===== src/rtl/pc_redirect_unit_pkg.sv =====
// Shared defaults and encodings for the fetch PC / redirect slice.
// Imported by the target calculator and the redirect unit.
package pc_redirect_unit_pkg;

  localparam int WIDTH_DEF = 16;
  localparam int IMM_W_DEF = 16;
  localparam int INC_DEF = 2;
  localparam int ALIGN_DEF = 1;
  localparam int RESET_PC_DEF = 0;

  localparam logic BR_REL = 1'b0;
  localparam logic BR_ABS = 1'b1;

endpackage


===== src/rtl/pc_target_calc.sv =====
// Branch/jump target arithmetic: sign-extend, add, align-check.
// Purely combinational; wraps modulo 2^WIDTH.
module pc_target_calc
  import pc_redirect_unit_pkg::*;
#(
  parameter int WIDTH = WIDTH_DEF,
  parameter int IMM_W = IMM_W_DEF,
  parameter int INC = INC_DEF,
  parameter int ALIGN = ALIGN_DEF
) (
  input  logic [WIDTH-1:0] br_pc,
  input  logic [IMM_W-1:0] br_imm,
  input  logic             br_abs,
  output logic [WIDTH-1:0] tgt,
  output logic             mis
);

  localparam logic [WIDTH-1:0] AMASK =
    WIDTH'((64'd1 << ALIGN) - 64'd1);
  localparam logic [WIDTH-1:0] INCW = WIDTH'(INC);

  logic [WIDTH-1:0] sext;
  logic [WIDTH-1:0] raw;

  // sign-extend the immediate, pick base, then strip align bits
  always_comb begin
    sext = {WIDTH{br_imm[IMM_W-1]}};
    sext[IMM_W-1:0] = br_imm;
    if (br_abs == BR_ABS)
      raw = sext;
    else
      raw = br_pc + INCW + sext;
    mis = |(raw & AMASK);
    tgt = raw & ~AMASK;
  end

endmodule


===== src/rtl/pc_redirect_unit.sv =====
// Fetch PC register with a one-entry registered redirect stage.
// Execute hands over taken branches; fetch sees pc and flush.
module pc_redirect_unit
  import pc_redirect_unit_pkg::*;
#(
  parameter int WIDTH = WIDTH_DEF,
  parameter int IMM_W = IMM_W_DEF,
  parameter int INC = INC_DEF,
  parameter int ALIGN = ALIGN_DEF,
  parameter int RESET_PC = RESET_PC_DEF
) (
  input  logic             clk,
  input  logic             rst_n,
  input  logic             stall,
  input  logic             br_valid,
  output logic             br_ready,
  input  logic             br_abs,
  input  logic [WIDTH-1:0] br_pc,
  input  logic [IMM_W-1:0] br_imm,
  output logic [WIDTH-1:0] pc,
  output logic [WIDTH-1:0] pc_next_seq,
  output logic             flush,
  output logic             misalign
);

  logic             tgt_v;
  logic [WIDTH-1:0] tgt_q;
  logic             tgt_mis;
  logic [WIDTH-1:0] calc_tgt;
  logic             calc_mis;
  logic             accept;

  pc_target_calc #(
    .WIDTH(WIDTH),
    .IMM_W(IMM_W),
    .INC(INC),
    .ALIGN(ALIGN)
  ) u_calc (
    .br_pc(br_pc),
    .br_imm(br_imm),
    .br_abs(br_abs),
    .tgt(calc_tgt),
    .mis(calc_mis)
  );

  // handshake and redirect visibility from registered state
  always_comb begin
    pc_next_seq = pc + WIDTH'(INC);
    br_ready = !tgt_v || !stall;
    accept = br_valid && br_ready;
    flush = tgt_v && !stall;
    misalign = flush && tgt_mis;
  end

  // pc advances or redirects unless stalled
  always_ff @(posedge clk or negedge rst_n) begin
    if (!rst_n) begin
      pc <= WIDTH'(RESET_PC);
    end else if (!stall) begin
      pc <= tgt_v ? tgt_q : pc_next_seq;
    end
  end

  // pending slot: a new accept may overwrite while consuming
  always_ff @(posedge clk or negedge rst_n) begin
    if (!rst_n) begin
      tgt_v <= 1'b0;
      tgt_q <= '0;
      tgt_mis <= 1'b0;
    end else if (accept) begin
      tgt_v <= 1'b1;
      tgt_q <= calc_tgt;
      tgt_mis <= calc_mis;
    end else if (flush) begin
      tgt_v <= 1'b0;
    end
  end

endmodule


===== config.mk =====
export PLATFORM = sky130hd
export DESIGN_NAME = pc_redirect_unit
export DESIGN_NICKNAME = d
export VERILOG_FILES = /design/src/rtl/pc_redirect_unit_pkg.sv /design/src/rtl/pc_target_calc.sv /design/src/rtl/pc_redirect_unit.sv
export SDC_FILE = /design/constraint.sdc
export NUM_CORES = 1
export LEC_CHECK = 0
export CAP_MARGIN = 25
export CORE_ASPECT_RATIO = 0.8
export CORE_MARGIN = 3
export CORE_UTILIZATION = 40
export DETAILED_ROUTE_END_ITERATION = 7
export PLACE_DENSITY = 0.65
export SYNTH_ARGS = -nofsm -noshare
export SYNTH_HDL_FRONTEND = slang
export SYNTH_SLANG_ARGS = --single-unit

===== constraint.sdc =====
create_clock -name clk -period 2.25 [get_ports clk]
set_input_delay 0.45 -clock clk [delete_from_list [all_inputs] [get_ports clk]]
set_output_delay 0.45 -clock clk [all_outputs]
set_load 0.01 [all_outputs]

==> impl_results.md, run 1 <==
- R2R Setup Slk: 0.38 ns
- Dpl hpwl: 6.172 mm
- Critical Path End Type: flop
- Slew Limit Fails: 0
- Die area: 0.007714 mm²
- Main flop type after synthesis: dfrtp_1
- Routed wire per std cell: 15.27 µm
- Crit path launch: br_imm[1]
- GPL Wtd Cong: 0.8214
- Total iterations of the first detailed-routing run: 4
- Worst Min Path Start: tgt_mis$_DFFE_PN0P_
- Final ANT Viol Nets: 0
- Synthesized area: 0.002676 mm²
- Hold_ws: 0.4809 ns
- Slowest CP cell: or4_4
- Min-Delay Path Depth: 2
- Cell at the root of the clock tree: clkbuf_8
- RSZ-0062 raised after global routing: true
- Port Buf Inserts: 69
- Setup TNS: -0.009093 ns
- FF/Latch Area: 800.8 µm²
- Number of global-route vias before repair: 3083
- Via count: 3009
- Total length of routed wires: 8.553 mm
- TritonCTS clock tree: built
- Diodes inserted: 0
- DP Area: 0.004073 mm²
- Skew-Pair Late Insertion Delay: 0.28 ns
- Hold WC Path Type: flop to flop
- RR Startpoint: tgt_v$_DFFE_PN0P_
- Hold-fix buffers at CTS: 0
- Largest net degree at the start of global routing: 33
- Fin crit period: 2.259 ns
- Remaining DRCs: 0
- Total congestion overflow: 0
- Setup violators final: 1
- Most common cell after layout, fill and taps aside: buf_4
- First-pass GRT wire length: 14.41 mm
- GRT Total Usage: 0.2263
- Post-route setup slack: -0.009093 ns
- XOR/XNOR share of the synthesized area: 0.07527
- Reg clk slew, reported paths: 0.06 ns
- Peak Freq: 0.4427 GHz
- Main combinational cell family by area after synthesis: compound AO/OA/AOI/OAI gates
- Core box area: 0.006441 mm²
- Reg2Reg Depth: 7
- Worst setup path class: primary input to flop
- Cell mode on critical path: ha_4
- CTS Buf Count: 5
- Final-report hold violation count: 0
- Netlist cell types: 49
- Post-synth EDFFs: 0
- Compound-Gate Fraction of Synth Area: 0.2104
- Syn avg cell area: 8.286 µm²
- Row count: 26
- Crit path arrival time: 2.48 ns
- Die Height: 79.16 µm
- Worst r2r dst: tgt_q[13]$_DFFE_PN0P_
- Post-synthesis mux area share: 0.02244
- Most frequent cells in the layout: buf_4 (87), dfrtp_1 (32), nand2_1 (29), clkdlybuf4s50_1 (29), a21oi_1 (28)
- Starting Density: 0.4155
- Fin Clk Skew: 0.003063 ns
- Clk sink count: 32
- Tcrit/Tclk final: 1.004
- Max Cap Viol: 0
- Vias per inst: 5.373
- Die Width: 97.45 µm
- Number of DRC markers in iteration 0: 117
- Worst path required time: 2.47 ns
- PwrDens: 589.1 mW/mm²
- Setup crit start kind: primary input
- Static Leakage: 0.002103 µW
- Area Overhead vs Synth: 73.31%
- Run status: finished with violations
- Adder-Cell Fraction of Synth Area: 0.1477
- Register bit total from synthesis: 32
- Total Power Consumption: 2732 µW
- Worst-path cell chain: buf_12 -> inv_12 -> ha_4 -> inv_4 -> ha_4 -> inv_2 -> fa_2 -> nor2b_2 -> o211ai_1 -> a21oi_2 -> nor2_2 -> or4_4 -> nand3_2
- Violations in the final reports: negative setup slack
- Maximum vdd ir drop: 0.0003985 V
- Worst Setup EP: tgt_q[13]$_DFFE_PN0P_
- Synth Area in Simple Gates: 0.2001
- Post-synth ARST share: 1.000
- # IOs: 72
- Clock Path Buffers: 2
- Fraction of layout cells with a size suffix above 1: 0.3592
- Worst path max stage delay: 0.48 ns
- Seq/Total Area, Yosys: 0.2992
- Footprint of the multi-input gates: 0.002247 mm²
- Fillers: 512
- Post-route cell area: 0.004638 mm²
- Antenna violations before repair: 0
- # H-tree levels: 2
- Syn Inst Count: 323
- Yosys warns: 0
- Layout net count: 543
- CP Max Fanout: 2
what timing repair did:
item / 4_1_cts / 5_1_grt
setup buffers: 10 / 5
hold endpoints to repair: 0 / 0
pin swaps: 34 / 27
gates resized for setup: 86 / 47
endpoints found under the setup margin: 23 / 15
power breakdown:
part / switching, µW / internal [µW] / total [µW] / leakage, µW
clock: 204 / 249 / 453 / 0.0000455
sequential: 83.5 / 699 / 782 / 0.000380
combinational: 680 / 816 / 1500 / 0.00168
state kept, by name, summed over array words and instances, names as in the netlist:
name / flops
tgt_v: 1
pc: 15
tgt_mis: 1
tgt_q: 15
through the flow:
step	std cells	worst slack, ns	util
after floorplan	324	-0.1789	-
after global placement	542	-0.8391	0.6323
after detailed placement	542	-0.8982	0.6323
after CTS	557	-0.1284	0.6958
after global routing	560	-0.09391	0.7201
final	560	-0.009093	0.7201
layout make-up:
class,instances,share of cell area
clock buffers,8,0.01942
inverters,16,0.01619
multi-input cells,263,0.4845
flip-flops and latches,32,0.1726
well taps,84,0.02266
repair buffers,157,0.2846
cell usage after synthesis (4+ instances only):
| library cell | number | area share |
|---|---|---|
| and3_1 | 5 | 0.012 |
| a31oi_1 | 6 | 0.014 |
| clkbuf_1 | 8 | 0.011 |
| xnor2_1 | 12 | 0.039 |
| nor4_1 | 4 | 0.0093 |
| mux2i_1 | 6 | 0.022 |
| nor2_1 | 27 | 0.038 |
| ha_1 | 30 | 0.14 |
| nand2_1 | 29 | 0.041 |
| nor3_1 | 7 | 0.013 |
| and2_1 | 6 | 0.014 |
| dfrtp_1 | 32 | 0.30 |
| a21oi_1 | 33 | 0.062 |
| nand3_1 | 10 | 0.019 |
| inv_1 | 15 | 0.021 |
| or3_1 | 4 | 0.0093 |
| o21ai_0 | 26 | 0.049 |
| a21o_1 | 4 | 0.011 |
| xor2_1 | 11 | 0.036 |
routing by layer:
metal / up-vias / global-route usage / share of wire
met2: 94 / 0.3878 / 0.49
li1: 1467 / - / -
met1: 1434 / 0.2940 / 0.44
met3: 14 / 0.04917 / 0.054
met4: 0 / 0.05118 / 0.015
met5: - / 0 / 0
cell families (layout without fill, tap and decap cells):
group                    count (synthesis)  count (layout)
AO/OA/AOI/OAI                           94              94
XOR/XNOR                                23              23
adder cells (fa/ha/maj)                 31              31
buffers and inverters                   29             181
flip-flops                              32              32
multiplexers                             6               6
other                                    1               2
AND/OR/NAND/NOR                        107             107
how the worst min path moves through the flow:
stage                                endpoint  slack (ns)
after floorplan            pc[10]$_DFFE_PN0N_        0.15
after global placement    tgt_mis$_DFFE_PN0P_        0.46
after detailed placement  tgt_mis$_DFFE_PN0P_        0.47
after CTS                 tgt_mis$_DFFE_PN0P_        0.48
after global routing      tgt_mis$_DFFE_PN0P_        0.51
final                     tgt_mis$_DFFE_PN0P_        0.48
worst max-delay path: cells and delay by family:
| family | cells | cell delay, ns |
|---|---|---|
| buffers and inverters | 4 | 0.20 |
| AOI/OAI and AO/OA | 2 | 0.39 |
| and+or+nand+nor | 4 | 0.74 |
| adders and majority gates | 3 | 0.69 |
Note: power is estimated with default switching activity, not from simulation.
==> inputs of run 2 (changes only) <==
CORE_MARGIN = 5   (was 3)
PLACE_DENSITY = 0.64   (was 0.65)
SYNTH_HIERARCHICAL = 1   (was default)
==> impl_results.md, run 2 <==
- Run status: finished with violations
- Violations in the final reports: negative setup slack
- Register bit total from synthesis: 34 (+6.3%)
- Maximum vdd ir drop: 0.0004387 V (+10%)
- Critical Path End Type: flop
- Area contributors post-synth: dfrtp_1 (29%), ha_1 (13%), mux2_2 (7.2%), nand2_1 (4.7%), xor2_1 (3.8%)
- PwrDens: 623.5 mW/mm² (+5.8%)
- Yosys warns: 6 (+6)
- Top-count cell post-synth: nand2_1
- Skew-Pair Late Insertion Delay: 0.30 ns (+0.02 ns)
- TritonCTS clock tree: built
- Area Overhead vs Synth: 70.53%
- Net switching power figure: 1190 µW (+23%)
- Fin Clk Skew: 0.006128 ns (+0.003065 ns)
- Die area: 0.009253 mm² (+20%)
- Syn avg cell area: 9.021 µm² (+8.9%)
- Post-synth ARST share: 1.000 (unchanged)
- First-pass GRT wire length: 14.41 mm (unchanged)
- Number of global-route vias before repair: 3137 (+1.8%)
- Dpl hpwl: 6.365 mm (+3.1%)
- Fraction of layout cells with a size suffix above 1: 0.4489 (+0.08961)
- Footprint of the multi-input gates: 0.002579 mm² (+15%)
- Antenna violations before repair: 0 (unchanged)
- Syn Inst Count: 329 (+1.9%)
- Clk pwr share: 0.145 (-0.021)
- Final-report hold violation count: 0 (unchanged)
- Routed wire per std cell: 16.01 µm (+4.8%)
- Seq/Total Area, Yosys: 0.2867 (-0.01253)
- Static Leakage: 0.002235 µW (+6.3%)
- Most frequent cells in the layout: buf_4 (85), nand2_1 (35), dfrtp_1 (33), clkdlybuf4s50_1 (30), ha_4 (28)
- Finished Layout Cells: 569 (+1.6%)
- Clock Path Buffers: 2 (unchanged)
- Worst path max stage delay: 0.29 ns (-0.19 ns)
- Clk sink count: 34 (+6.3%)
- Post-synth EDFFs: 0 (unchanged)
- CP Max Fanout: 4 (+2)
- Reg clk slew, reported paths: 0.08 ns (+0.02 ns)
- Fin crit period: 2.481 ns (+0.2219 ns)
- Die Height: 87.05 µm (+10%)
- Hold WC Path Type: flop to flop
- R2R Setup Slk: 0.70 ns (+0.32 ns)
- Diodes inserted: 0 (unchanged)
- Slowest CP cell: o31a_1
- Post-placement cell count: 544 (+0.37%)
- Seq pwr share: 0.281 (-0.005)
- Row count: 28 (+7.7%)
- Setup violators final: 7 (+6)
- Total iterations of the first detailed-routing run: 4 (unchanged)
- GRT Total Usage: 0.1920 (-0.03434)
- Internal power: 1966 µW (+11%)
- Die Width: 106.3 µm (+9.1%)
- Final ANT Viol Nets: 0 (unchanged)
- # IOs: 72 (unchanged)
- RSZ-0062 raised after global routing: true
- Combinational power share: 0.573 (+0.025)
- Hold_ws: 0.5047 ns (+0.02374 ns)
- Via count: 2993 (-0.53%)
- GPL Wtd Cong: 0.8329 (+1.4%)
- Critical path's top delay family: compound AO/OA/AOI/OAI gates
- Core box area: 0.007322 mm² (+14%)
- Number of DRC markers in iteration 0: 104 (-11%)
- Synth area leader: dfrtp_1
- Total length of routed wires: 9.107 mm (+6.5%)
- Leading registers by flop count: pc x16, tgt_q x16
- Syn_nets: 397
- Vias per inst: 5.260 (-2.1%)
- Netlist cell types: 54 (+10%)
- Buffers plus inverters on the worst setup path: 5 (+1)
- # H-tree levels: 2 (unchanged)
- Slew Limit Fails: 0 (unchanged)
- Synthesized area: 0.002968 mm² (+11%)
- CTS Buf Count: 5 (unchanged)
- Cell at the root of the clock tree: clkbuf_8
- Tcrit/Tclk final: 1.103 (+0.09863)
- Max Cap Viol: 0 (unchanged)
- Main flop type after synthesis: dfrtp_1
- Starting Density: 0.4053 (-0.01017)
- Peak Freq: 0.4031 GHz (-8.9%)
- Commonest cells in the synthesized netlist: nand2_1 (37), dfrtp_1 (34), ha_1 (30)
- Post-route setup slack: -0.2310 ns (-0.2219 ns)
- Crit path arrival time: 2.67 ns (+0.19 ns)
- Layout net count: 546 (+0.55%)
- FF/Latch Area: 852.1 µm² (+6.4%)
- Largest net degree at the start of global routing: 35 (+6.1%)
- Most common cell after layout, fill and taps aside: buf_4
- Worst-path cell chain: buf_12 -> inv_12 -> ha_4 -> inv_4 -> ha_4 -> inv_2 -> fa_2 -> nand2b_4 -> a21oi_2 -> o31a_1 -> buf_6 -> o31a_1 -> mux2i_1 -> a41o_1 -> mux2_4
- Fillers: 569 (+11%)
- Port Buf Inserts: 71 (+2.9%)
- Switching part of the total: 0.3770 (+0.02272)
- Total congestion overflow: 0 (unchanged)
- Worst setup path class: primary input to flop
- Synth top area share: 0.2867 (-0.01253)
- Remaining DRCs: 0 (unchanged)
- Setup crit start kind: primary input
- Worst path required time: 2.44 ns (-0.03 ns)
run 2: cell types whose count changed after synthesis, moves of 5 or more:
| cell | before | now |
|---|---|---|
| a21oi_1 | 33 | 20 |
| inv_1 | 15 | 20 |
| mux2_2 | 0 | 19 |
| nand2_1 | 29 | 37 |
| nor2_1 | 27 | 14 |
| a22oi_1 | 2 | 7 |
| o21ai_0 | 26 | 18 |
run 2: power groups by stage:
stage               clock (µW)  combinational [µW]  sequential, µW
floorplan                    0                 749             920
global placement             0                1570             877
detailed placement           0                1600             879
CTS                        467                1750             881
global route               489                1960             906
finish                     459                1810             887
run 2: worst reg2reg max path, stage by stage (launching register included):
cell,delay [ns]
dfrtp_1,0.40
ha_4,0.17
nand3_4,0.14
or3_4,0.36
buf_4,0.15
o311ai_2,0.24
run 2: logic make-up (layout without fill, tap and decap cells):
logic type	after synthesis	after routing	share of synthesized area
AND/OR/NAND/NOR	102	102	0.1897
AO/OA/AOI/OAI	79	79	0.1830
buffers and inverters	37	187	0.05606
flip-flops	34	34	0.2867
adder cells (fa/ha/maj)	31	31	0.1332
XOR/XNOR	23	23	0.06787
multiplexers	22	22	0.08221
other	1	1	0.001264
run 2: repair_timing:
action,4_1_cts,5_1_grt
gates cloned,0,0
hold buffers,0,0
endpoints found under the hold margin,0,0
setup endpoints to repair,26,14
resized for setup,146,27
pin swaps,47,9
setup buffers,14,3
run 2: cell type report:
class / count / share of cell area
well taps: 90 / 0.02225
repair buffers: 159 / 0.2635
clock inverters: 2 / 0.002719
inverters: 20 / 0.01928
multi-input cells: 258 / 0.5095
flip-flops and latches: 34 / 0.1684
clock buffers: 6 / 0.01434
run 2: worst paths after layout:
kind	from	end	cells past startpoint
max in group asynchronous	rst_n	pc[3]$_DFFE_PN0N_	2
worst min-delay path	tgt_q[12]$_DFFE_PN0P_	pc[12]$_DFFE_PN0N_	2
worst min register to register	tgt_q[12]$_DFFE_PN0P_	pc[12]$_DFFE_PN0N_	2
worst max-delay path	br_imm[1]	tgt_q[15]$_DFFE_PN0P_	15
min in group asynchronous	rst_n	tgt_q[11]$_DFFE_PN0P_	2
worst max register to register	pc[1]$_DFFE_PN0N_	pc[9]$_DFFE_PN0N_	5
run 2: routing by layer:
layer	GRT usage	wire length, µm	share of wire
met1	0.2530	4239	0.47
met2	0.3318	4402	0.48
met5	0	0	0
met3	0.03484	357	0.039
met4	0.04000	108	0.012
run 2: stage by stage:
stage / util / area (µm²) / worst slack, ns / total power, µW / TNS [ns]
finish: 0.6912 / 5061 / -0.2310 / 3156 / -0.6989
global route: 0.6912 / 5061 / -0.2907 / 3354 / -1.268
CTS: 0.6765 / 4954 / -0.2414 / 3102 / -0.4212
detailed placement: 0.5988 / 4384 / -1.163 / 2475 / -10.72
global placement: 0.5988 / 4384 / -1.095 / 2444 / -9.722
floorplan: - / 3107 / -0.3387 / 1669 / -0.9922
